$ cat src/rtl/fifo_arb_pkg.sv
`default_nettype none
// ==========================================================================
// fifo_arb_pkg : shared types and round-robin search for fifo_wr_arbiter
// Rev 1.0
// ==========================================================================
package fifo_arb_pkg;

  localparam int N_MAX   = 16;
  localparam int IDW_MAX = $clog2(N_MAX);

  typedef enum logic [0:0] {IDLE = 1'b0, XFER = 1'b1} arb_state_t;

  localparam logic [0:0] ST_IDLE = 1'b0;
  localparam logic [0:0] ST_XFER = 1'b1;

  // Search starts at ptr+1 and wraps modulo n; the first requester wins.
  function automatic int rr_pick(input logic [N_MAX-1:0] req, input int ptr, input int n);
    int                 win;
    int                 idx;
    logic               found;
    logic [N_MAX-1:0]   sh;
    win   = 0;
    found = 1'b0;
    for (int i = 1; i <= N_MAX; i++) begin
      if (i <= n) begin
        idx = (ptr + i) % n;
        sh  = req >> idx;
        if (!found && sh[0]) begin
          win   = idx;
          found = 1'b1;
        end
      end
    end
    return win;
  endfunction

endpackage
`default_nettype wire

$ cat src/rtl/rr_arbiter.sv
`default_nettype none
// ==========================================================================
// rr_arbiter : combinational N-way round-robin picker
// Rev 1.0
// ==========================================================================
module rr_arbiter
  import fifo_arb_pkg::*;
#(
  parameter int N   = 4,
  parameter int IDW = $clog2(N)
) (
  input  logic [N-1:0]   req,
  input  logic [IDW-1:0] ptr,
  output logic [IDW-1:0] gnt_idx,
  output logic           any_req
);

  assign gnt_idx = IDW'(rr_pick(N_MAX'(req), int'(ptr), N));
  assign any_req = |req;

endmodule
`default_nettype wire

$ cat src/rtl/fifo_wr_arbiter.sv
`default_nettype none
// ==========================================================================
// fifo_wr_arbiter : packet-aware round-robin share of one FIFO write port
// Optional macro FIFO_ARB_SPACE_GATE_EN: grant only when fifo_space >= PKT_MAX
// Rev 1.0
// ==========================================================================
module fifo_wr_arbiter
  import fifo_arb_pkg::*;
#(
  parameter int N       = 4,
  parameter int WIDTH   = 32,
  parameter int PKT_MAX = 64
) (
  input  logic                 clock,
  input  logic                 reset,
  input  logic                 clear,
  input  logic [N*WIDTH-1:0]   s_tdata,
  input  logic [N-1:0]         s_tlast,
  input  logic [N-1:0]         s_tvalid,
  output logic [N-1:0]         s_tready,
  output logic [WIDTH-1:0]     m_tdata,
  output logic                 m_tlast,
  output logic                 m_tvalid,
  input  logic                 m_tready,
  input  logic [15:0]          fifo_space,
  output logic [$clog2(N)-1:0] grant_id,
  output logic                 busy
);

  localparam int IDW = $clog2(N);
  localparam logic [IDW-1:0] C_PTR_RST = IDW'(N - 1);

  logic [0:0]     r_state;
  logic [IDW-1:0] r_ptr;
  logic [IDW-1:0] r_grant;
  logic [IDW-1:0] w_pick;
  logic           w_any_req;
  logic           w_gate_open;
  logic           w_last_beat;

  rr_arbiter #(
    .N   (N),
    .IDW (IDW)
  ) u_rr (
    .req     (s_tvalid),
    .ptr     (r_ptr),
    .gnt_idx (w_pick),
    .any_req (w_any_req)
  );

`ifdef FIFO_ARB_SPACE_GATE_EN
  assign w_gate_open = (32'(fifo_space) >= PKT_MAX);
`else
  logic w_unused_space;
  assign w_unused_space = ^fifo_space;
  assign w_gate_open    = 1'b1;
`endif

  // Zero-latency pass-through for the granted producer; everything idle otherwise.
  always_comb begin
    s_tready = '0;
    m_tvalid = 1'b0;
    m_tdata  = '0;
    m_tlast  = 1'b0;
    if (r_state == ST_XFER) begin
      m_tvalid          = s_tvalid[r_grant];
      m_tdata           = s_tdata[r_grant*WIDTH +: WIDTH];
      m_tlast           = s_tlast[r_grant];
      s_tready[r_grant] = m_tready;
    end
  end

  assign w_last_beat = (r_state == ST_XFER) && s_tvalid[r_grant] && m_tready && s_tlast[r_grant];

  always_ff @(posedge clock or posedge reset) begin
    if (reset) begin
      r_state <= ST_IDLE;
      r_ptr   <= C_PTR_RST;
      r_grant <= '0;
    end else if (clear) begin
      r_state <= ST_IDLE;
      r_ptr   <= C_PTR_RST;
    end else begin
      case (r_state)
        ST_IDLE: begin
          if (w_any_req && w_gate_open) begin
            r_grant <= w_pick;
            r_state <= ST_XFER;
          end
        end
        ST_XFER: begin
          // Pointer only moves at packet end so waiting producers are bounded.
          if (w_last_beat) begin
            r_ptr   <= r_grant;
            r_state <= ST_IDLE;
          end
        end
        default: r_state <= ST_IDLE;
      endcase
    end
  end

  assign grant_id = r_grant;
  assign busy     = (r_state == ST_XFER);

endmodule
`default_nettype wire
$ cat config.mk
export PLATFORM = sky130hd
export DESIGN_NAME = fifo_wr_arbiter
export DESIGN_NICKNAME = d
export VERILOG_FILES = /design/src/rtl/fifo_arb_pkg.sv /design/src/rtl/rr_arbiter.sv /design/src/rtl/fifo_wr_arbiter.sv
export SDC_FILE = /design/constraint.sdc
export NUM_CORES = 1
export LEC_CHECK = 0
export CAP_MARGIN = 10
export CORE_UTILIZATION = 25
export CTS_CLUSTER_DIAMETER = 50
export DETAILED_ROUTE_END_ITERATION = 7
export HOLD_SLACK_MARGIN = 0.15
export PLACE_DENSITY = 0.83
export RECOVER_POWER = 25
export SYNTH_ARGS = -nofsm -noshare
export SYNTH_HDL_FRONTEND = slang
export SYNTH_SLANG_ARGS = --single-unit
export TNS_END_PERCENT = 1
$ cat constraint.sdc
create_clock -name clock -period 2.1 [get_ports clock]
set_input_delay 0.42 -clock clock [delete_from_list [all_inputs] [get_ports clock]]
set_output_delay 0.42 -clock clock [all_outputs]
set_load 0.01 [all_outputs]
# [Word-level counts from Yosys, hierarchy flattened]
# Index checks and enable logic that the tools add are counted.
[op_classes] addsub=4 magnitude_cmp=2 shifts=5 mux=24 bitwise_logic=7 reduce_logical=19
[op_table] cell="$shiftx 128x8->32" n=1
[op_table] cell="$shr 4x32->1" n=4
[op_table] cell="$mux 32" n=1
[op_table] cell="$mux 2" n=7
[op_table] cell="$mux 1" n=11
[op_table] cell="$reduce_or 2->1" n=4
[op_table] cell="$logic_and 1x1->1" n=7
[op_table] cell="$add 2x1->2 const B" n=2
[op_table] cell="$add 2x2->2 const B" n=2
[op_table] cell="$and 1x1->1 const A" n=4
[op_table] cell="$and 4x4->4" n=1
[op_table] cell="$bmux 1 s2" n=2
[op_table] cell="$mux 4" n=1
[op_table] cell="$reduce_bool 2->1" n=2
[op_table] cell="$reduce_or 4->1" n=1
[op_table] cell="$logic_not 1->1" n=3
[op_table] cell="$lt 2x3->1 const B" n=1
[op_table] cell="$reduce_and 3->1" n=1
[op_table] cell="$demux 1 s2" n=1
[op_table] cell="$ge 2x1->1 const B" n=1
[op_table] cell="$not 1->1" n=2
[op_table] cell="$pmux 1 s2" n=1
[op_table] cell="$reduce_and 2->1" n=1
[totals] reg_bits=5 in_bits=156 output_inout_bits=41 wordCells=64

# [Longest topological paths before layout]
# Gate-level depths: netlist (run 1).
[depth] word_depth=14 mapped_depth=5 depth_no_buf=4

# [By module]
# Synthesis (run 1) repeated with hierarchy kept, for this count alone.
[hier_totals] cells_unflattened=124 hier_area_um2=1421.4
[modules_own_cells] module="fifo_wr_arbiter" instances=1 cells_per_inst=110 area_each_um2=1340.0 seq_area_each_um2=127.6
[modules_own_cells] module="rr_arbiter" instances=1 cells_per_inst=14 area_each_um2=81.3 seq_area_each_um2=0.0

# [Worst setup path after synthesis (run 1)]
# Ideal clock, no wire load.
[synth_path] kind="flip-flop to output port" start="register r_grant[0] (netlist: grant_id[0])" end="output m_tdata[10]" arrival_ns=1.442 setup_slack_ns=0.238 path_stages_with_launch=5 path_buffers=2 cell_sequence="dfrtp_1 -> buf_6 -> buf_12 -> mux4_2 -> and2_1"
[synth_via] elab_chain_len=2
[synth_rtl] item="start, declared" line="fifo_wr_arbiter.sv:35" rtl="logic [IDW-1:0] r_grant;"
[synth_rtl] item="start signal, assigned" line="fifo_wr_arbiter.sv:87" rtl="r_grant <= w_pick;"
[synth_rtl] item="$shiftx 128x8->32" line="fifo_wr_arbiter.sv:67" rtl="m_tdata = s_tdata[r_grant*WIDTH +: WIDTH];"
[synth_rtl] item="$mux 32" line="fifo_wr_arbiter.sv:65" rtl="if (r_state == ST_XFER) begin"
[synth_rtl] item="end, declared" line="fifo_wr_arbiter.sv:21" rtl="output logic [WIDTH-1:0] m_tdata,"
# No other way between the ends.

# [Final worst setup path (run 1)]
[layout_path] start="register r_grant[0] (netlist: grant_id[0])" end="output m_tdata[29]"
# The elaborated chain is that of the path after synthesis.

==> flow_summary_export.csv, run 1 <==
group,metric,value,unit
timing,min_period,2.17,ns
final_layout,fin_nets,496,
final_layout,drive_gt1_share,43.1,%
timing,hold_slack,0.533,ns
critical_path,cp-start-kind,"register",
timing,hold_viol,0,
placement,hpwl,5.10,mm
synth,syn_area_per_cell,11.5,um^2
outcome,violations,"setup timing",
pwr,ir_drop,284,uV
global_routing,antenna_found_initial,0,
synth,async_reset_ff_share,100,%
global_routing,track_usage,20.9,%
pwr,p_per_area,474,nW/um^2
hold_path,min-delay-path-class,"input pin to asynchronous set/reset pin",
critical_path,cp_slowest_cell,"dfrtp_2",
critical_path,worstSetupPathType,"register to output pin",
placement,place_ws,-0.326,ns
clock_tree,clk_pin_slew,0.03,ns
critical_path,crit_path_end_kind,"output pin",
detailed_routing,num_vias,1942,
detailed_routing,drtIter0Drc,49,
clock_tree,clock_path_buffers,2,
clock_tree,cts-root-buf,"clkbuf_8",
clock_tree,clkLatencyLatePin,0.22,ns
detailed_routing,firstDrtPassIters,6,
floorplanning,die_h,77.6,um
timing,rsz0062_at_grt,"true",
synth,ys.flop_type,"dfrtp_1",
clock_tree,cts_tree,"yes",
final_layout,antennaDiodeCount,0,
placement,place_congestion,0.739,
synth,synth-compound-area-share,5.43,%
synth,synth_cell_types,30,
pwr,power.leakage,1.52,nW
clock_tree,h-tree-depth,1,
synth,syn_inst,124,
critical_path,max_stage_delay,0.49,ns
final_layout,syn_to_final_growth,162,%
clock_tree,cts_made_buffers,3,
timing,clock-skew-final,0.0000980,ns
floorplanning,die_w,77.6,um
timing,period_share,103,%
floorplanning,boundaryPins,197,
outcome,status,"finished with violations",
final_layout,final_util,68.0,%
global_routing,grt_overflow,0,
timing,worst-slew-pin-transition,0.382,ns
synth,yosysSeqAreaShare,8.93,%
floorplanning,start_util,25.9,%
synth,syn_nets,280,
timing,layout_setup_ws,-0.0702,ns
critical_path,cp.required,1.68,ns
synth,synthAdderAreaFrac,0,%
run,max-cap-violations,0,
synth,synth_top_family_by_area,"multiplexers",
critical_path,path_cells,"buf_8, buf_4, mux4_2, and2_4, buf_6",
floorplanning,core_area,5510,um^2
detailed_routing,drt_wl_total,6.37,mm
placement,port_buffers,180,
synth,synth_warnings,0,
synth,synth_edf_count,0,
synth,ys_ff_latch,5,
detailed_routing,vias_per_cell,4.73,
detailed_routing,drcViolationCount,0,
critical_path,cp.arrival,1.75,ns
global_routing,grt_pass1_wl,9.89,mm
final_layout,fill_cells,416,
synth,synthXorXnorAreaFrac,0,%
timing,maxSlewHeadroom,74.3,%
detailed_routing,ant_nets,0,
floorplanning,dieArea,6020,um^2
pwr,fin_total_pwr,1.77,mW
timing,slew_violations,0,
global_routing,grt_max_degree,28,
timing,max_freq,461,MHz
synth,synthMuxAreaShare,55.8,%
clock_tree,clkSinkCount,5,
synth,synth-simple-area-share,22.2,%
floorplanning,rows,27,
critical_path,path_max_fanout,7,
global_routing,grt_pass1_vias,2068,
detailed_routing,avgRoutedWirePerCell,15.5,um
synth,syn_area,1430,um^2
timing,finalSetupViolations,30,
## path summary, 6_finish.rpt
kind,startpoint,slack [ns],to,depth (start not counted)
max,grant_id[0],-0.07,m_tdata[29],5
min,reset,0.53,busy,2
max reg2reg,grant_id[0],0.17,r_ptr[0],7
min reg2reg,r_ptr[1],0.58,r_ptr[1],2
max in group asynchronous,reset,1.33,r_ptr[0],2
min in group clock,r_ptr[1],0.58,r_ptr[1],2
## layer usage
metal | GRT usage (%) | up-vias | routed length (um) | part of all wire (%)
met1 | 21.7 | 920 | 2260 | 35
met5 | 0 | - | 0 | 0
met3 | 3.41 | 12 | 357 | 5.6
li1 | - | 915 | - | -
met2 | 42.1 | 95 | 3610 | 57
met4 | 6.23 | 0 | 134 | 2.1
## placed cells by master, fill, tap and decap left out, drive strengths merged, types with 2 or more instances in the layout
master and count:
clkdlybuf4s50 141, mux2i 5, dfstp 2, a21oi 2
buf 74, dfrtp 3, and2 34, clkbuf 7
nand2 4, inv 4, o21ai 3, clkdlybuf4s15 3
nand2b 2, mux4 33, nor2 8
## flip-flops by register name, indices dropped and copies added, names as in the netlist
| name | cells |
|---|---|
| grant_id | 2 |
| busy | 1 |
| r_ptr | 2 |
## logic make-up (layout without fill, tap and decap cells)
logic type	Yosys count	in the layout
AND/OR/NAND/NOR	55	55
multiplexers	38	38
buffers and inverters	16	231
AO/OA/AOI/OAI	10	10
flip-flops	5	5
## Yosys cell counts (2+ instances only)
library cell | number | area (um^2)
buf_2 | 4 | 20.0
clkbuf_1 | 4 | 15.0
mux2i_1 | 5 | 50.1
mux4_2 | 32 | 721
nand2_1 | 4 | 15.0
buf_12 | 2 | 40.0
dfstp_2 | 2 | 52.6
inv_1 | 4 | 15.0
o21ai_0 | 3 | 15.0
nand2b_1 | 2 | 12.5
and2_1 | 33 | 206
nor2_1 | 8 | 30.0
dfrtp_1 | 3 | 75.1
a21oi_1 | 2 | 10.0
## what timing repair did
action                                  4_1_cts  5_1_grt
endpoints found under the hold margin         0        0
hold buffers                                  0        0
gates cloned                                  1        0
resized for setup                           157       49
endpoints found under the setup margin       38       38
buffers inserted                             22        4
pin swaps                                    23        6
## power breakdown
part           internal (mW)  switching, mW
registers              0.113         0.0305
clock network          0.130         0.0466
logic                   1.02          0.435
total                   1.26          0.512
## per-stage QoR
| stage | setup TNS, ns | std cells | area, um^2 |
|---|---|---|---|
| 2_1_floorplan | 0 | 124 | 1430 |
| 3_3_place_gp | -7.58 | 383 | 3410 |
| 3_5_place_dp | -8.02 | 383 | 3410 |
| 4_1_cts | -1.73 | 410 | 3580 |
| 5_1_grt | -3.50 | 411 | 3740 |
| 6_report | -1.26 | 411 | 3740 |
## critical path, delay by kind of cell (launching register included)
family	cells	cell delay, ns
multiplexers	1	0.49
buffers and inverters	3	0.38
AND/OR/NAND/NOR	1	0.17
flip-flops	1	0.49
## layout make-up
| class | instances | area [um^2] | area share [%] |
|---|---|---|---|
| Inverter | 4 | 15.0 | 0.401 |
| Timing Repair Buffer | 223 | 2220 | 59.3 |
| Sequential cell | 5 | 130 | 3.48 |
| Tap cell | 72 | 90.1 | 2.41 |
| Multi-Input combinational cell | 103 | 1240 | 33.2 |
| Clock buffer | 4 | 45.0 | 1.20 |
(Power assumes the default switching activity.)
==> inputs of run 2 (changes only) <==
Settings changed: ABC_AREA set to 1, CORE_MARGIN set to 8, SLEW_MARGIN set to 0.
==> run 2 against run 1 <==
  * The flow still finishes with violations (setup timing)
  * Utilization decreased by 5.3 points
  * Synthesized cell count up 99%
  * Non-clock buffer count is 18 lower
  * Critical path depth is 1 higher
==> flow_summary_export.csv, run 2 <==
group,metric,value,unit
critical_path,path_max_fanout,15,
critical_path,cp.required,1.68,ns
clock_tree,h-tree-depth,1,
detailed_routing,firstDrtPassIters,4,
global_routing,met1_usage,22.0,%
pwr,power.leakage,1.47,nW
final_layout,layout_common_cells,"clkdlybuf4s50_1, nand2_1, a22oi_1, a31oi_1, clkbuf_2",
critical_path,cp-start-kind,"register",
floorplanning,core_area,5510,um^2
global_routing,use_met3,6.67,%
synth,syn_area_per_cell,5.74,um^2
hold_path,min-delay-path-class,"input pin to asynchronous set/reset pin",
clock_tree,cts_setup_buffers,0,
timing,min_period,2.34,ns
final_layout,seqCellArea,129,um^2
synth,syn_inst,247,
detailed_routing,drtIter0Drc,63,
clock_tree,cts_made_buffers,3,
floorplanning,die_w,91.3,um
critical_path,timing.rr.end,"r_ptr[0]",
detailed_routing,drt_wl_total,9.00,mm
placement,place_ws,-0.137,ns
synth,synth_top_area_share,27.5,%
global_routing,track_usage,20.1,%
timing,worst-slew-pin-transition,0.351,ns
critical_path,crit_path_end_kind,"output pin",
run,max-cap-violations,0,
timing,max_freq,427,MHz
placement,hpwl,7.55,mm
final_layout,antennaDiodeCount,0,
placement,placed_cells,506,
timing,slew_violations,0,
synth,synthAdderAreaFrac,0,%
synth,async_reset_ff_share,100,%
pwr,ir_drop,674,uV
clock_tree,cts-root-buf,"clkbuf_8",
critical_path,r2r_slack,0.45,ns
timing,period_share,111,%
floorplanning,dieArea,8340,um^2
global_routing,antenna_found_initial,0,
timing,maxSlewHeadroom,76.4,%
synth,yosysTopAreaCell,"nand2_1",
floorplanning,die_h,91.3,um
critical_path,worstSetupPathType,"register to output pin",
pwr,combPwrFrac,87.2,%
synth,yosysMostFrequentCell,"nand2_1",
final_layout,syn_to_final_growth,143,%
synth,synth_edf_count,0,
synth,ys.flop_type,"dfrtp_1",
clock_tree,clock_path_buffers,2,
critical_path,cp.arrival,1.92,ns
critical_path,path_cells,"buf_4, nor2_4, buf_8, a22oi_1, a31oi_1, clkdlybuf4s50_1",
timing,rsz0062_at_grt,"true",
global_routing,met2_usage,37.1,%
final_layout,multi_input_area,1150,um^2
final_layout,fin_nets,595,
final_layout,stdcell_count,510,
detailed_routing,avgRoutedWirePerCell,17.7,um
final_layout,mostFrequentLayoutCell,"clkdlybuf4s50_1",
synth,syn_nets,403,
global_routing,grt_pass1_vias,2541,
placement,port_buffers,180,
critical_path,worst_r2r_path_depth,12,
global_routing,grt_pass1_wl,13.7,mm
pwr,power_frac_seq,6.9,%
synth,synth_cell_types,29,
outcome,violations,"setup timing",
placement,place_congestion,0.876,
outcome,status,"finished with violations",
synth,netlist_top_cells_count,"nand2_1, a22oi_1, a31oi_1, buf_2, nand3_1",
critical_path,cp_slowest_cell,"clkdlybuf4s50_1",
pwr,fin_total_pwr,3.09,mW
floorplanning,start_util,25.8,%
detailed_routing,num_vias,2592,
synth,synth-simple-area-share,46.7,%
synth,syn_area,1420,um^2
synth,netlist_top_cells_area,"nand2_1, a22oi_1, a31oi_1",
pwr,p_switching,1.49,mW
pwr,intPower,1.60,mW
global_routing,grt_max_degree,32,
final_layout,design_area,3450,um^2
detailed_routing,vias_per_cell,5.08,
detailed_routing,drcViolationCount,0,
synth,yosysSeqAreaShare,8.99,%
global_routing,busiest_layer,"met2",
synth,synth_warnings,0,
clock_tree,cts_tree,"yes",
pwr,p_per_area,895,nW/um^2
critical_path,max_stage_delay,0.56,ns
floorplanning,rows,27,
synth,ys_ff_latch,5,
pwr,p_clk_share,5.9,%
placement,dpl_cell_area,3500,um^2
final_layout,fill_cells,525,
clock_tree,clkLatencyLatePin,0.23,ns
pwr,switching_share,48.2,%
timing,layout_setup_ws,-0.240,ns
critical_path,r2r_start,"grant_id[1]",
final_layout,drive_gt1_share,16.9,%
clock_tree,clkSinkCount,5,
synth,synth_top_family_by_area,"simple AND/OR/NAND/NOR gates",
clock_tree,clk_pin_slew,0.04,ns
floorplanning,boundaryPins,197,
synth,synth-compound-area-share,34.3,%
detailed_routing,ant_nets,0,
timing,clock-skew-final,0.00333,ns
synth,synthXorXnorAreaFrac,0,%
synth,synthMuxAreaShare,0,%
timing,hold_viol,0,
timing,finalSetupViolations,1,
global_routing,grt_overflow,0,
[run 2: metal layers]
layer / up-vias / routed length, um
li1: 1262 / -
met1: 1192 / 3470
met2: 130 / 4640
met3: 8 / 786
met4: 0 / 109
met5: - / 0
[run 2: how the worst max path moves through the flow]
stage	end	startpoint	slack, ns
after floorplan	m_tdata[10]	grant_id[1]	0.41
after global placement	m_tdata[27]	grant_id[0]	-0.13
after detailed placement	m_tdata[0]	grant_id[0]	-0.14
after CTS	m_tdata[5]	grant_id[1]	-0.26
after global routing	m_tdata[5]	grant_id[1]	-0.30
final	m_tdata[5]	grant_id[1]	-0.24
[run 2: kinds of logic after synthesis]
logic type      count (synthesis)
buf+inv                        29
simple gates                  142
compound gates                 71
flops                           5
[run 2: layout make-up]
type / count / share of cell area (%)
inverters: 11 / 1.27
clock buffers: 4 / 1.31
multi-input cells: 213 / 33.3
flip-flops and latches: 5 / 3.74
repair buffers: 205 / 57.7
well taps: 72 / 2.61
[run 2: per-stage QoR]
stage	hold WS (ns)	setup TNS [ns]	util (%)
after floorplan	0.197	0	-
after global placement	0.531	-2.98	63.6
after detailed placement	0.531	-3.88	63.6
after CTS	0.404	-0.635	64.1
after global routing	0.561	-0.869	62.6
final	0.539	-0.240	62.6
[run 2: repair_timing]
item	in CTS	in global routing
hold buffers	0	0
resized for setup	55	45
endpoints found under the setup margin	38	34
[run 2: critical path: cells and delay by family (launching register included)]
family	cells	cell delay, ns
AO/OA/AOI/OAI	2	0.22
buffers and inverters	3	0.90
flip-flops	1	0.41
AND/OR/NAND/NOR	1	0.17
[run 2: power by group through the flow]
stage	Sequential, mW	Clock (mW)	Combinational [mW]
finish	0.213	0.181	2.69
global route	0.223	0.190	2.94
CTS	0.212	0.185	2.77
detailed placement	0.211	0	2.89
global placement	0.210	0	2.85
floorplan	0.173	0	1.43
==> inputs of run 3 (changes only) <==
Settings changed: CORE_MARGIN 8 to 10, SETUP_SLACK_MARGIN set to 0.2.
==> run 3 against run 2 <==
  * The flow now finishes without violations
  * Sequential share of layout area is 0.057 points lower
  * Utilization is 1.6 points higher
  * Final cell count is 2.0% higher
==> flow_summary_export.csv, run 3 (synthesized netlist as in run 2, its figures left out) <==
group,metric,value,unit
placement,hpwl,8.23,mm
floorplanning,start_util,25.8,%
run,max-cap-violations,0,
floorplanning,boundaryPins,197,
detailed_routing,drtIter0Drc,93,
final_layout,drive_gt1_share,25.4,%
timing,max_freq,491,MHz
final_layout,fin_nets,605,
placement,port_buffers,180,
pwr,fin_total_pwr,3.36,mW
clock_tree,clk_pin_slew,0.04,ns
global_routing,track_usage,19.1,%
critical_path,crit_path_end_kind,"output pin",
detailed_routing,num_vias,2664,
detailed_routing,ant_nets,0,
floorplanning,rows,27,
floorplanning,dieArea,9090,um^2
placement,place_congestion,0.929,
critical_path,cp-start-kind,"register",
clock_tree,clkSinkCount,5,
global_routing,grt_pass1_vias,2595,
final_layout,mostFrequentLayoutCell,"clkdlybuf4s50_1",
global_routing,grt_overflow,0,
pwr,ir_drop,721,uV
pwr,power.leakage,1.51,nW
final_layout,layout_common_cells,"clkdlybuf4s50_1, nand2_1, buf_2, a31oi_1, a22oi_1",
critical_path,worstSetupPathType,"register to output pin",
critical_path,path_max_fanout,10,
detailed_routing,vias_per_cell,5.12,
clock_tree,cts-hold-fix-buffers,0,
critical_path,cp.arrival,1.62,ns
timing,clock-skew-final,0.00269,ns
timing,min_period,2.04,ns
timing,hold_viol,0,
floorplanning,core_area,5510,um^2
hold_path,min-delay-path-class,"input pin to asynchronous set/reset pin",
critical_path,cp.required,1.68,ns
global_routing,antenna_found_initial,0,
outcome,status,"complete, no violations",
detailed_routing,drt_wl_total,10.3,mm
clock_tree,h-tree-depth,1,
global_routing,grt_pass1_wl,13.9,mm
clock_tree,cts_tree,"yes",
clock_tree,cts_made_buffers,3,
clock_tree,clkLatencyLatePin,0.23,ns
detailed_routing,avgRoutedWirePerCell,19.8,um
timing,worst-slew-pin-transition,0.391,ns
clock_tree,clock_path_buffers,2,
timing,hold_slack,0.535,ns
global_routing,grt_max_degree,28,
timing,slew_violations,0,
detailed_routing,drcViolationCount,0,
floorplanning,die_h,95.3,um
floorplanning,die_w,95.3,um
final_layout,antennaDiodeCount,0,
timing,maxSlewHeadroom,73.7,%
detailed_routing,firstDrtPassIters,5,
timing,finalSetupViolations,0,
timing,period_share,96.9,%
pwr,p_per_area,949,nW/um^2
timing,rsz0062_at_grt,"true",
final_layout,syn_to_final_growth,149,%
clock_tree,cts-root-buf,"clkbuf_8",
==> run 3: per-stage QoR <==
step / utilization (%) / worst slack (ns) / std cells / instance area (um^2) / setup TNS, ns
final: 64.2 / 0.0645 / 520 / 3540 / 0
after detailed placement: 63.0 / -0.115 / 507 / 3470 / -2.27
after global placement: 63.0 / -0.0982 / 507 / 3470 / -1.78
after floorplan: - / 0.412 / 247 / 1420 / 0
after global routing: 64.2 / -0.0138 / 520 / 3540 / -0.0223
after CTS: 62.9 / 0.0176 / 511 / 3460 / 0
==> run 3: worst paths after layout <==
path,end,cells past startpoint,from,slack [ns]
setup / recovery,m_tdata[5],6,grant_id[1],0.06
hold / removal,busy,2,reset,0.53
setup reg to reg,grant_id[0],11,r_ptr[0],0.46
hold reg to reg,r_ptr[1],2,r_ptr[1],0.57
max in group asynchronous,r_ptr[0],2,reset,1.32
min in group clock,r_ptr[1],2,r_ptr[1],0.57
==> run 3: repair_timing <==
action / in CTS / in global routing
endpoints found under the setup margin: 39 / 37
buffers inserted: 0 / 5
pin swaps: 20 / 26
resized for setup: 154 / 24
cloned: 0 / 4
==> run 3: layer usage <==
layer / vias to the layer above / wire [um] / GRT usage (%)
met5: - / 0 / 0
met4: 0 / 100 / 2.37
met3: 10 / 1140 / 6.52
met2: 138 / 5170 / 34.6
met1: 1235 / 3900 / 21.7
li1: 1281 / - / -
==> run 3: final cells by class <==
type                    count  area (um^2)
clock buffers               4         45.0
fillers                   490         1970
inverters                  11         43.8
multi-input cells         213         1210
flip-flops and latches      5          130
well taps                  72         90.1
repair buffers            215         2010
==> run 3: worst max-delay path: stages (launching register included) <==
cell and delay [ns]:
dfrtp_2 0.43, buf_4 0.17, nor2_8 0.18, buf_12 0.16, a22oi_1 0.06, a31oi_1 0.21, buf_2 0.17
==> run 3: power by group <==
part	total, mW	internal, mW	leakage, nW	switching [mW]
logic	2.95	1.45	1.43	1.50
registers	0.222	0.142	0.0545	0.0792
clock network	0.184	0.131	0.0228	0.0528
